### src/rtl/ucsbece154a_lsu.sv
// ucsbece154a_lsu
//   Load/store unit between the single-cycle datapath and a word-wide data
//   memory that has a single write enable and no byte enables.
//   - Loads: same-cycle lane extract with sign/zero extension.
//   - Word stores: passed straight through to the memory.
//   - Byte/half stores: two-cycle read-modify-write. Cycle 1 stalls the
//     datapath and registers the merged word. Cycle 2 writes it.
//   - Misaligned or reserved-size requests are flagged and suppressed.
// Ports
//   clk, reset      clock (posedge) / asynchronous active-high reset
//   req_i, we_i     request valid / 1 = store
//   size_i          00 byte, 01 half, 10 word, 11 reserved
//   unsigned_i      loads: 1 = zero-extend, 0 = sign-extend
//   addr_i, wdata_i byte address / right-aligned store data
//   rdata_o         extended load data (0 when not a valid load)
//   stall_o         datapath must hold PC and inputs
//   misaligned_o    current request is misaligned or reserved
//   mis_sticky_o    set by any flagged request until reset
//   dmem_a_o/we_o/wd_o/rd_i  data memory interface
module ucsbece154a_lsu (
   input  logic        clk,
   input  logic        reset,
   input  logic        req_i,
   input  logic        we_i,
   input  logic [1:0]  size_i,
   input  logic        unsigned_i,
   input  logic [31:0] addr_i,
   input  logic [31:0] wdata_i,
   output logic [31:0] rdata_o,
   output logic        stall_o,
   output logic        misaligned_o,
   output logic        mis_sticky_o,
   output logic [31:0] dmem_a_o,
   output logic        dmem_we_o,
   output logic [31:0] dmem_wd_o,
   input  logic [31:0] dmem_rd_i
);

   typedef enum logic {IDLE, WRITE} state_e;

   state_e      state_q, state_d;
   logic [31:0] merge_q, merge_d;
   logic [31:0] addr_q, addr_d;
   logic        mis_sticky_q, mis_sticky_d;

   logic        bad_align;
   logic [7:0]  byte_lane;
   logic [15:0] half_lane;
   logic [31:0] merged;

   always_ff @(posedge clk or posedge reset) begin
      if (reset) begin
         state_q      <= IDLE;
         merge_q      <= '0;
         addr_q       <= '0;
         mis_sticky_q <= 1'b0;
      end else begin
         state_q      <= state_d;
         merge_q      <= merge_d;
         addr_q       <= addr_d;
         mis_sticky_q <= mis_sticky_d;
      end
   end

   // Alignment check on the raw request; gated by state/req below.
   always_comb begin
      bad_align = 1'b0;
      case (size_i)
         2'b00:   bad_align = 1'b0;
         2'b01:   bad_align = addr_i[0];
         2'b10:   bad_align = (addr_i[1:0] != 2'b00);
         default: bad_align = 1'b1;
      endcase
   end

   // Lane extraction and store-lane merge, little-endian.
   always_comb begin
      byte_lane = dmem_rd_i[7:0];
      half_lane = dmem_rd_i[15:0];
      merged    = dmem_rd_i;
      case (addr_i[1:0])
         2'b00:   byte_lane = dmem_rd_i[7:0];
         2'b01:   byte_lane = dmem_rd_i[15:8];
         2'b10:   byte_lane = dmem_rd_i[23:16];
         default: byte_lane = dmem_rd_i[31:24];
      endcase
      if (addr_i[1]) half_lane = dmem_rd_i[31:16];
      else           half_lane = dmem_rd_i[15:0];
      if (size_i == 2'b00) begin
         case (addr_i[1:0])
            2'b00:   merged[7:0]   = wdata_i[7:0];
            2'b01:   merged[15:8]  = wdata_i[7:0];
            2'b10:   merged[23:16] = wdata_i[7:0];
            default: merged[31:24] = wdata_i[7:0];
         endcase
      end else begin
         if (addr_i[1]) merged[31:16] = wdata_i[15:0];
         else           merged[15:0]  = wdata_i[15:0];
      end
   end

   always_comb begin
      state_d      = state_q;
      merge_d      = merge_q;
      addr_d       = addr_q;
      mis_sticky_d = mis_sticky_q;
      rdata_o      = '0;
      stall_o      = 1'b0;
      misaligned_o = 1'b0;
      dmem_a_o     = {addr_i[31:2], 2'b00};
      dmem_we_o    = 1'b0;
      dmem_wd_o    = wdata_i;

      case (state_q)
         IDLE: begin
            if (req_i && bad_align) begin
               misaligned_o = 1'b1;
               mis_sticky_d = 1'b1;
            end else if (req_i && !we_i) begin
               case (size_i)
                  2'b00:   rdata_o = {{24{~unsigned_i & byte_lane[7]}}, byte_lane};
                  2'b01:   rdata_o = {{16{~unsigned_i & half_lane[15]}}, half_lane};
                  default: rdata_o = dmem_rd_i;
               endcase
            end else if (req_i && we_i) begin
               if (size_i == 2'b10) begin
                  dmem_we_o = 1'b1;
               end else begin
                  // Merged word is registered so dmem rd never feeds wd combinationally.
                  stall_o = 1'b1;
                  merge_d = merged;
                  addr_d  = {addr_i[31:2], 2'b00};
                  state_d = WRITE;
               end
            end
         end
         WRITE: begin
            dmem_a_o  = addr_q;
            dmem_wd_o = merge_q;
            dmem_we_o = 1'b1;
            state_d   = IDLE;
         end
         default: state_d = IDLE;
      endcase
   end

   assign mis_sticky_o = mis_sticky_q;

endmodule

### config.mk
export PLATFORM = sky130hd
export DESIGN_NAME = ucsbece154a_lsu
export DESIGN_NICKNAME = d
export VERILOG_FILES = /design/src/rtl/ucsbece154a_lsu.sv
export SDC_FILE = /design/constraint.sdc
export NUM_CORES = 1
export LEC_CHECK = 0
export ABC_CLOCK_PERIOD_IN_PS = 6500
export CAP_MARGIN = 20
export CORE_UTILIZATION = 46
export DETAILED_ROUTE_END_ITERATION = 8
export GPL_TIMING_DRIVEN = 0
export PLACE_DENSITY = 0.92
export SLEW_MARGIN = 20
export SYNTH_ARGS = -nofsm -noshare
export SYNTH_HDL_FRONTEND = slang
export SYNTH_SLANG_ARGS = --single-unit
### constraint.sdc
create_clock -name clk -period 6.5 [get_ports clk]
set_clock_uncertainty 0.05 [all_clocks]
set_input_delay 1.3 -clock clk [delete_from_list [all_inputs] [get_ports clk]]
set_output_delay 1.3 -clock clk [all_outputs]
set_load 0.02 [all_outputs]
==> flow_summary.ini <==
[route]
firstDrtPassIters = 5
postRouteAntennaNets = 0
wl_met3_mm = 1.45
drc = 0
drt_iter0_drc = 313
drt-met1-wl_mm = 6.49
wl_met2_mm = 8.32
totalWireLength_mm = 16.9
num_vias = 4783
top_layer_used = met4
wl_per_cell_um = 21.1
viasPerCell = 5.96

[synthesis]
synth.distinct_cells = 45
ys_seq_area_share_pct = 35.3
syn_area_sq_mm = 0.00454
avgSynthCellArea_sq_um = 9.96
synth_ff_type = dfrtp_1
synth_edf_count = 0
async_flop_share_pct = 100
syn_inst = 456
ys_seq_elements = 64
ys_warn_count = 0

[final_layout]
final_common_cell = clkdlybuf4s50_1
utilization_pct = 73.3
final_layout_size_suffix_gt1_share_pct = 21.8
syn_to_final_growth_pct = 52.0
num-nets-final = 772
layout_common_cells = 200 x clkdlybuf4s50_1, 94 x mux2_2, 64 x dfrtp_1
antennaDiodeCount = 0

[clocking]
numClockSinks = 64
postCtsSetupBuffers = 0
cts_hold_buf = 0
clkTransAtPathRegs_ps = 70
cts_buffer_depth = 2
root_buffer = clkbuf_8
htree_levels = 3
cts_tree = built
insertion_delay_ps = 340
cts_made_buffers = 9
cts_resized = 0

[sta]
worst_slack_ps = 1180
maxSlewViolCount = 0
slew_headroom_pct = 47.6
min_period_ps = 5320
fin_tns_setup_ps = 0
setup_viol = 0
clock.fmax_mhz = 188
finalHoldViolations = 0
rsz0062_at_grt = false
max_slew.worst_pin.slew_ps = 786
post-route-period-util_pct = 81.9

[power_and_ir_drop]
powerDensity_mw_per_mm2 = 185
vdd_ir_drop_max_v = 0.000122
power_mw = 1.27
p_leak_nw = 2.93

[floorplan]
start_util_pct = 48.2
core_sq_mm = 0.00942
die_w_um = 101
dieArea_sq_mm = 0.0103
io_pins = 203
die_height_um = 101
row_count = 35

[worst_setup_path]
cp_max_fo = 10
worstPathRequired_ps = 5150
endpoint_kind = output port
critical_path_class = in -> out
rrSetupSlack_ps = 4300
startpoint_type = input port
cp.arrival_ps = 3970

[grt]
track_usage_pct = 33.3
grt_first_pass_wirelength_mm = 25.9
antenna_found_initial = 0
grt_pass1_vias = 4876
grt_max_degree = 46
overflow = 0

[placed_design]
port_buffers = 200
dp_hpwl_mm = 13.1
dp_worst_setup_slack_ps = 1270
place_congestion = 0.941

[hold_path]
min_path_type = reg -> reg

[outcome]
outcome = finished clean

[flow_run]
drv_cap = 0
## cells in the mapped netlist (2+ instances only)
library cell	instances	area, sq um
a31oi_1	7	43.8
o21ai_1	9	45.0
o21ai_4	2	32.5
o21ai_0	44	220
mux2i_1	26	260
nor2_1	12	45.0
a21oi_1	2	10.0
dfrtp_1	64	1600
or4b_2	2	20.0
o22ai_1	7	43.8
inv_1	13	48.8
nor4_1	2	12.5
nor2b_1	5	31.3
o2bb2ai_1	10	87.6
or3_1	9	56.3
clkbuf_1	12	45.0
nand2_1	40	150
a221oi_2	7	105
nor3_1	9	45.0
buf_4	3	22.5
or4b_1	3	30.0
a21o_1	16	120
buf_1	8	30.0
buf_6	5	56.3
nand3b_1	14	105
buf_2	13	65.1
mux2_2	94	1060
## kinds of logic (layout without fill, tap and decap cells)
group,count (synthesis),after routing,synth area share (%)
other cells,1,2,0.0826
flops,64,64,35.3
mux,120,120,29.0
buf+inv,55,271,5.98
compound gates,109,109,16.7
simple gates,107,107,12.9
## path summary, 6_finish.rpt
| kind | startpoint | endpoint | depth (start not counted) |
|---|---|---|---|
| worst max-delay path | size_i[1] | rdata_o[14] | 7 |
| worst min-delay path | mis_sticky_o | mis_sticky_o | 1 |
| worst max register to register | state_q | merge_q[14] | 7 |
| worst min register to register | mis_sticky_o | mis_sticky_o | 1 |
| max in group asynchronous | reset | state_q | 3 |
| min in group asynchronous | reset | addr_q[8] | 2 |
## worst max-delay path, cell delays in order
cell             delay (ps)
clkdlybuf4s50_1         550
buf_2                   280
clkbuf_1                400
nor2_1                  230
a31o_4                  330
a221oi_2                200
clkdlybuf4s50_1         670
## per-stage QoR
step | area [sq um] | hold slack (ps) | std cells
after floorplan | 4540 | 394 | 457
after global placement | 6710 | 406 | 786
after detailed placement | 6730 | 415 | 787
after CTS | 6900 | 431 | 802
after global routing | 6900 | 441 | 802
final | 6900 | 428 | 802
## where the power goes
part	switching (mW)	internal, mW
registers	0.0455	0.479
clock network	0.157	0.156
logic	0.212	0.224
total	0.415	0.859
## final cells by class
cell class	instances	area, sq um
Fill cell	675	2510
Sequential cell	64	1600
Clock inverter	3	17.5
Timing Repair Buffer	201	2020
Tap cell	129	161
Clock buffer	12	155
Multi-Input combinational cell	338	2670
Inverter	14	55.1
Buffer	41	219
## flip-flops by register name, indices dropped and copies added, names as in the netlist
register and count:
merge_q 32, state_q 1, mis_sticky_o 1, addr_q 30
## metal layers
layer	up-vias	GRT usage, %
met3	64	6.14
li1	2084	-
met4	0	13.5
met2	329	57.8
met1	2306	40.9
met5	-	0
(Power assumes the default switching activity.)
